### src/rtl/rom_arbiter.sv
// rtl/rom_arbiter.sv - round-robin arbiter sharing one ROM slave between two masters
module rom_arbiter #(
    parameter int ADDR_W  = 11,
    parameter int DATA_W  = 32,
    parameter int TIMEOUT = 15
) (
    input  logic              clk,
    input  logic              reset,
    input  logic              m0_req_n,
    input  logic [ADDR_W-1:0] m0_addr,
    output logic [DATA_W-1:0] m0_rd_data,
    output logic              m0_rdy_n,
    input  logic              m1_req_n,
    input  logic [ADDR_W-1:0] m1_addr,
    output logic [DATA_W-1:0] m1_rd_data,
    output logic              m1_rdy_n,
    output logic              rom_cs_n,
    output logic              rom_as_n,
    output logic [ADDR_W-1:0] rom_addr,
    input  logic [DATA_W-1:0] rom_rd_data,
    input  logic              rom_rdy_n,
    output logic              err
);

    localparam int CNT_W = $clog2(TIMEOUT + 1);

    typedef enum logic [1:0] {IDLE, ACC, WAIT, RESP} state_t;

    state_t             state, state_nxt;
    logic               grant, grant_nxt;
    logic               last_grant, last_grant_nxt;
    logic [CNT_W-1:0]   count, count_nxt;
    logic               cs_nxt, as_nxt, rdy0_nxt, rdy1_nxt, err_nxt;
    logic [ADDR_W-1:0]  addr_nxt;
    logic [DATA_W-1:0]  data0_nxt, data1_nxt;
    logic               sel;

    always_ff @(posedge clk) begin
        if (reset) begin
            state      <= IDLE;
            grant      <= 1'b0;
            last_grant <= 1'b1;
            count      <= '0;
            rom_cs_n   <= 1'b1;
            rom_as_n   <= 1'b1;
            rom_addr   <= '0;
            m0_rd_data <= '0;
            m1_rd_data <= '0;
            m0_rdy_n   <= 1'b1;
            m1_rdy_n   <= 1'b1;
            err        <= 1'b0;
        end else begin
            state      <= state_nxt;
            grant      <= grant_nxt;
            last_grant <= last_grant_nxt;
            count      <= count_nxt;
            rom_cs_n   <= cs_nxt;
            rom_as_n   <= as_nxt;
            rom_addr   <= addr_nxt;
            m0_rd_data <= data0_nxt;
            m1_rd_data <= data1_nxt;
            m0_rdy_n   <= rdy0_nxt;
            m1_rdy_n   <= rdy1_nxt;
            err        <= err_nxt;
        end
    end

    always_comb begin
        state_nxt      = state;
        grant_nxt      = grant;
        last_grant_nxt = last_grant;
        count_nxt      = count;
        cs_nxt         = 1'b1;
        as_nxt         = 1'b1;
        addr_nxt       = rom_addr;
        data0_nxt      = m0_rd_data;
        data1_nxt      = m1_rd_data;
        rdy0_nxt       = 1'b1;
        rdy1_nxt       = 1'b1;
        err_nxt        = 1'b0;
        sel            = 1'b0;

        case (state)
            IDLE: begin
                if (!m0_req_n || !m1_req_n) begin
                    // Contention goes to the master that was not served last.
                    sel       = (!m0_req_n && !m1_req_n) ? ~last_grant : m0_req_n;
                    grant_nxt = sel;
                    addr_nxt  = sel ? m1_addr : m0_addr;
                    cs_nxt    = 1'b0;
                    as_nxt    = 1'b0;
                    state_nxt = ACC;
                end
            end
            ACC: begin
                count_nxt = '0;
                state_nxt = WAIT;
            end
            WAIT: begin
                if (!rom_rdy_n) begin
                    if (grant) begin
                        data1_nxt = rom_rd_data;
                        rdy1_nxt  = 1'b0;
                    end else begin
                        data0_nxt = rom_rd_data;
                        rdy0_nxt  = 1'b0;
                    end
                    last_grant_nxt = grant;
                    state_nxt      = RESP;
                end else if (count == CNT_W'(TIMEOUT - 1)) begin
                    if (grant) begin
                        data1_nxt = '0;
                        rdy1_nxt  = 1'b0;
                    end else begin
                        data0_nxt = '0;
                        rdy0_nxt  = 1'b0;
                    end
                    err_nxt        = 1'b1;
                    last_grant_nxt = grant;
                    state_nxt      = RESP;
                end else begin
                    count_nxt = count + 1'b1;
                end
            end
            RESP: begin
                state_nxt = IDLE;
            end
            default: state_nxt = IDLE;
        endcase
    end

endmodule

### config.mk
export PLATFORM = sky130hd
export DESIGN_NAME = rom_arbiter
export DESIGN_NICKNAME = d
export VERILOG_FILES = /design/src/rtl/rom_arbiter.sv
export SDC_FILE = /design/constraint.sdc
export NUM_CORES = 1
export LEC_CHECK = 0
export ABC_AREA = 1
export CAP_MARGIN = 20
export CORE_MARGIN = 2
export CORE_UTILIZATION = 45
export CTS_CLUSTER_DIAMETER = 50
export DETAILED_ROUTE_END_ITERATION = 7
export GPL_TIMING_DRIVEN = 0
export PLACE_DENSITY = 0.82
export SYNTH_ARGS = -nofsm -noshare
export SYNTH_HDL_FRONTEND = slang
export SYNTH_SLANG_ARGS = --single-unit
### constraint.sdc
create_clock -name clk -period 2.03 [get_ports clk]
set_clock_uncertainty 0.2 [all_clocks]
set_input_delay 0.3045 -clock clk [delete_from_list [all_inputs] [get_ports clk]]
set_output_delay 0.3045 -clock clk [all_outputs]
set_load 0.01 [all_outputs]
==> metrics, run 1 <==
largest net degree at the start of global routing 16; antenna violations before repair 0; gr ovfl total 0; drt first-iter violations 162; routed vias 3962; met3 routed WL roughly 1100 um; CORE AREA between 8000 and 9000 um2; Tcrit/Tclk final a little over 90%; worst min-delay path class flip-flop to flip-flop; Fmax roughly 540 MHz; Slew headroom around three fifths; die width about 96 um; Synth Register Bits between 80 and 90; die span in y between 90 and 100 um; WS Path Type flip-flop to primary output; Detail Placement HPWL between 8000 and 9000 um; Synth-to-Final Area Change 44.8%; layout cells sized above 1 under 10%; root buffer cell clkbuf_8; utilization after layout roughly two thirds; Final Hold Viols 0; Clock Pin Slew Worst Setup and Hold Paths approximately 0.090 ns; TritonRoute pass-1 iters 4; vias in the first global route 3803; largest fanout on the critical path 2; max layer used met4; Met2 Wirelength between 5000 and 6000 um; final RePlAce weighted congestion about 0.87; Critical Path RT around 1.5 ns; Die Area 9180 um2; Gate Count Post-Synth approximately 540; pre-CTS setup slack -0.0668 ns; CTS tree yes; CTS Buffer Depth 2; outcome complete, no violations; DR DRC count 0; reg2reg path depth 8; Ant. Diodes 0; Post-DP Area 5310 um2; IO Port Bufs about 140; Num CTS Buffers 9; Synth warnings 0; Post-CTS Setup Repair Bufs 0; critical path endpoint category primary output; max-slew violations 0; syn nets ~610; CP Launch Point rom_as_n$_SDFF_PP1_; Vias per Instance between 4 and 5; leading area contributor after synthesis dfxtp_1; Critical Path Sink rom_cs_n; H-Tree Depth 3; hold path start m1_rd_data[29]$_SDFFE_PP0P_; Wirelength per Cell 13.5 um; GRT Util Overall between 20% and 30%; Final Instance Area around 5500 um2; Layout Nets about 760; CP startpoint kind flip-flop; cts hold-fix bufs 0; first-pass GRT wire length approximately 17000 um; LEAKAGE 2.43 nW; clock sink count between 80 and 90; Final Total Pwr ~5 mW; synthesized area per cell 7.00 um2; Yosys top cell area share 45.9%; Netlist cell types 23; WL met1 4390 um; max cap viols 0; Final setup viols 0; setup_tns 0 ns; Mapped Area 3790 um2; Slew @ Worst Pin 0.594 ns; num ports roughly 140; initial core utilization between 40% and 50%; RR Startpoint state[0]$_SDFFE_PP0P_; drt total wl between 10000 and 15000 um; Skew-Pair Late Insertion Delay around 0.36 ns; post-route minimum period 1.87 ns; Std-Cell Rows 33; reg2reg end m0_rd_data[15]$_SDFFE_PP0P_; R2R setup slack approximately 0.17 ns; register area share after synthesis around 46%; final setup margin between 0.15 and 0.2 ns; top cells by area, synth dfxtp_1, nand2_1, inv_1, nand3_1, nor2_1; Final ANT Viol Nets 0; CP arrival around 1.4 ns; Worst IR Drop VDD between 0.5 and 0.6 mV; Power Density 899 nW/um2; RSZ-0062 raised after global routing false
==> registers in the layout, summed over array words and instances (netlist names) <==
signal / count
grant: 1
state: 2
rom_as_n: 1
m0_rd_data: 32
err: 1
m1_rdy_n: 1
m1_rd_data: 32
last_grant: 1
rom_addr: 11
count: 4
m0_rdy_n: 1
==> cells by family (layout without fill, tap and decap cells) <==
logic type	after synthesis	in the layout	share of synthesized area (%)
adders and majority gates	6	6	1.98
and+or+nand+nor	264	264	30.1
buffers and inverters	121	275	13.4
DFF	87	87	45.9
AOI/OAI and AO/OA	64	64	8.61
==> routing by layer <==
metal  global-route usage, %  up-vias
met5                       0        -
met4                    8.45        0
met3                    7.83       16
met2                    42.8      172
met1                    28.1     1786
li1                        -     1988
==> through the flow <==
stage / std cells / hold WS (ns)
finish: 801 / 0.280
global placement: 785 / 0.253
CTS: 801 / 0.280
global route: 801 / 0.290
floorplan: 542 / 0.174
detailed placement: 785 / 0.261
==> placed cells by master (no fill, tap or decap), types with 2 or more instances in the layout <==
cell | Yosys | layout
nand2_1 | 149 | 149
clkdlybuf4s50_1 | 0 | 138
dfxtp_1 | 87 | 87
inv_1 | 84 | 84
nor2_1 | 46 | 46
nand3_1 | 36 | 36
o21ai_1 | 29 | 29
nand4_1 | 26 | 26
a21oi_1 | 18 | 18
o21ai_0 | 16 | 16
buf_2 | 13 | 12
clkbuf_1 | 11 | 11
clkbuf_8 | 0 | 10
ha_1 | 6 | 6
buf_1 | 5 | 5
buf_4 | 4 | 4
buf_6 | 3 | 3
nand3_2 | 2 | 2
clkinv_4 | 0 | 2
clkinvlp_4 | 0 | 2
==> critical path: stages, from the launching register on <==
cell and delay, ns:
dfxtp_1 0.37, buf_4 0.11, clkdlybuf4s50_1 0.52
==> cell usage after synthesis (all sizes together) <==
master  number
a21boi       1
a21oi       18
buf         25
clkbuf      11
dfxtp       87
ha           6
inv         85
nand2      150
nand3       39
nand4       27
nor2        46
nor3         1
o21ai       45
or2          1
==> what timing repair did <==
item / 4_1_cts / 5_1_grt
hold endpoints to repair: 0 / 0
setup endpoints to repair: 0 / 2
gates resized for setup: 0 / 3
==> where the power goes <==
group | leakage, nW | internal (mW) | switching, mW
registers | 0.706 | 1.94 | 0.134
logic | 1.63 | 0.793 | 0.943
clock network | 0.0861 | 0.487 | 0.647
==> cell type report <==
type                            instances  area, um2
Timing Repair Buffer                  138       1380
Clock inverter                          5       41.3
Tap cell                              105        131
Inverter                               85        319
Multi-Input combinational cell        334       1540
Fill cell                             711       2680
Clock buffer                           11        141
Buffer                                 36        193
Sequential cell                        87       1740
==> worst min path at each step <==
stage                                              to  slack [ns]  depth (start not counted)
after global placement        last_grant$_SDFFE_PP1P_        0.25                          2
final                     m1_rd_data[29]$_SDFFE_PP0P_        0.28                          2
after global routing         rom_addr[7]$_SDFFE_PP0P_        0.29                          3
after detailed placement      last_grant$_SDFFE_PP1P_        0.26                          2
after floorplan                 count[1]$_SDFFE_PP0P_        0.17                          1
after CTS                     last_grant$_SDFFE_PP1P_        0.28                          2
Power figures use the tool's default switching activity.
==> run 2: changes to the inputs <==
--- a/config.mk
+++ b/config.mk
@@ -16,3 +16,4 @@
 export SYNTH_ARGS = -nofsm -noshare
 export SYNTH_HDL_FRONTEND = slang
 export SYNTH_SLANG_ARGS = --single-unit
+export TNS_END_PERCENT = 20
==> results of run 2 <==
Final layout, timing and power as in run 1 (identical DEF).
==> run 3: changes to the inputs <==
--- a/config.mk
+++ b/config.mk
@@ -11,7 +11,7 @@
 export CORE_UTILIZATION = 45
 export CTS_CLUSTER_DIAMETER = 50
 export DETAILED_ROUTE_END_ITERATION = 7
-export GPL_TIMING_DRIVEN = 0
+export GPL_ROUTABILITY_DRIVEN = 1
 export PLACE_DENSITY = 0.82
 export SYNTH_ARGS = -nofsm -noshare
 export SYNTH_HDL_FRONTEND = slang
==> run 3 against run 2 <==
Total power increased by 2.8%. Hold slack got worse by 0.0060 ns. Highest routed layer unchanged. Cell count decreased by 2.5%. Flip-flop and latch count unchanged. Clock power increased by 12%. Register-to-register slack improved by 0.05 ns. Cell area about the same. Global-route usage decreased by 1.7 points. Sequential share of layout area about the same. Combinational power about the same. Fmax increased by 3.0%. Count of clock-buffer cells in the layout decreased by 2. Critical endpoint is now m0_rd_data[18]$_SDFFE_PP0P_.
==> metrics, run 3 (synthesis results as in run 1) <==
TritonRoute pass-1 iters 5 (was 4); routed vias 3897 (was 3962); Final setup viols 0 (unchanged); CP startpoint kind flip-flop (unchanged); Largest regs m0_rd_data: 32 flops, m1_rd_data: 32 flops, rom_addr: 11 flops (unchanged); max cap viols 0 (unchanged); outcome complete, no violations (unchanged); RR Startpoint state[0]$_SDFFE_PP0P_ (unchanged); max-slew violations 0 (unchanged); WS Path Type flip-flop to flip-flop (was flip-flop to primary output); Final ANT Viol Nets 0 (unchanged); H-Tree Depth 3 (unchanged); Skew-Pair Late Insertion Delay 0.36 ns (about the same); utilization after layout 67.1% (was 67.2%); CTS Buffer Depth 2 (unchanged); clock sink count 87 (unchanged); antenna violations before repair 0 (unchanged); Critical Path RT 2.12 ns (was 1.53 ns); hold path start last_grant$_SDFFE_PP1P_ (was m1_rd_data[29]$_SDFFE_PP0P_); Fmax 552 MHz (was 536 MHz); R2R setup slack 0.22 ns (was 0.17 ns); Filler Cell Count 702 (was 711); CORE AREA 8180 um2 (unchanged); root buffer cell clkbuf_8 (unchanged); Vias per Instance 4.99 (was 4.95); Final Hold Viols 0 (unchanged); setup_tns 0 ns (unchanged); Final Total Pwr 5.08 mW (was 4.94 mW); IO Port Bufs 138 (unchanged); Synth-to-Final Area Change 44.7% (was 44.8%); initial core utilization 46.4% (unchanged); Resize count post-CTS 0 (unchanged); Num CTS Buffers 9 (unchanged); Post-CTS Setup Repair Bufs 0 (unchanged); Die Area 9180 um2 (unchanged); Slew @ Worst Pin 0.394 ns (was 0.594 ns); gr ovfl total 0 (unchanged); die width 95.8 um (unchanged); Layout Nets 736 (was 756); Final Instance Area 5490 um2 (about the same); vias in the first global route 3670 (was 3803); CP Launch Point state[0]$_SDFFE_PP0P_ (was rom_as_n$_SDFF_PP1_); Ant. Diodes 0 (unchanged); Slew headroom 73.7% (was 60.4%); LEAKAGE 2.42 nW (was 2.43 nW); Post-DP Area 5270 um2 (was 5310 um2); most common cell after layout, fill and taps aside nand2_1 (unchanged); GRT Util Overall 22.7% (was 24.5%); dpl cells 764 (was 785); Tcrit/Tclk final 89.3% (was 91.9%); largest net degree at the start of global routing 50 (was 16); Std-Cell Rows 33 (unchanged); post-route minimum period 1.81 ns (was 1.87 ns); Wirelength per Cell 13.5 um (about the same); Finished Layout Cells 781 (was 801); Power Density 925 nW/um2 (was 899 nW/um2); critical path endpoint category flip-flop (was primary output); final RePlAce weighted congestion 0.794 (was 0.872); first-pass GRT wire length 16400 um (was 17300 um); Worst IR Drop VDD 0.541 mV (was 0.535 mV); layout cells sized above 1 5.92% (was 6.18%); Detail Placement HPWL 7280 um (was 8130 um); DR DRC count 0 (unchanged); drt first-iter violations 220 (was 162); cts hold-fix bufs 0 (unchanged); drt total wl 10500 um (was 10800 um); largest fanout on the critical path 32 (was 2); most frequent cells in the layout nand2_1, clkdlybuf4s50_1, dfxtp_1 (unchanged); die span in y 95.8 um (unchanged); RSZ-0062 raised after global routing false (unchanged); num ports 139 (unchanged); worst min-delay path class flip-flop to flip-flop (unchanged); CTS tree yes (unchanged); Clock Pin Slew Worst Setup and Hold Paths 0.09 ns (about the same); CP arrival 1.91 ns (was 1.36 ns)
[run 3: changes by cell type in the layout (fill, tap and decap cells not counted), moves of 3 or more]
cell | before | now
buf_4 | 4 | 12
buf_1 | 5 | 0
buf_12 | 0 | 3
clkbuf_1 | 11 | 0
buf_2 | 12 | 0
buf_6 | 3 | 0
[run 3: where the power goes]
| group | switching [mW] | total [mW] | internal, mW |
|---|---|---|---|
| sequential | 0.142 | 2.08 | 1.94 |
| combinational | 0.933 | 1.74 | 0.808 |
| clock | 0.670 | 1.26 | 0.586 |
| total | 1.75 | 5.08 | 3.33 |
[run 3: final cells by class]
class / instances / area [um2] / area share (%)
Inverter: 85 / 319 / 5.81
Timing Repair Buffer: 153 / 1530 / 27.9
Clock buffer: 9 / 124 / 2.26
Clock inverter: 7 / 80.1 / 1.46
Tap cell: 105 / 131 / 2.39
Multi-Input combinational cell: 335 / 1560 / 28.4
Sequential cell: 87 / 1740 / 31.7
[run 3: path summary, 6_finish.rpt]
check | end | cells past startpoint
worst max register to register | m0_rd_data[18]$_SDFFE_PP0P_ | 8
worst min register to register | last_grant$_SDFFE_PP1P_ | 2
worst max-delay path | m0_rd_data[18]$_SDFFE_PP0P_ | 8
worst min-delay path | last_grant$_SDFFE_PP1P_ | 2
[run 3: layer usage]
layer | wire length, um | track usage (%) | up-vias
li1 | - | - | 1941
met5 | 0 | 0 | -
met4 | 124 | 7.26 | 0
met3 | 1030 | 7.52 | 19
met2 | 5090 | 39.5 | 184
met1 | 4290 | 26.4 | 1753
[run 3: stage by stage]
step           setup slack (ns)  hold WS, ns
3_5_place_dp              0.108        0.254
4_1_cts                  0.0851        0.274
5_1_grt                  0.0913        0.291
6_report                  0.217        0.274
2_1_floorplan             0.429        0.174
3_3_place_gp              0.214        0.247
[run 3: worst max-delay path: stages, from the launching register on]
cell	delay, ns
dfxtp_1	0.33
inv_1	0.12
ha_1	0.32
buf_12	0.23
nand3_2	0.13
buf_12	0.19
nand2_1	0.07
nand2_1	0.04
nor2_1	0.10
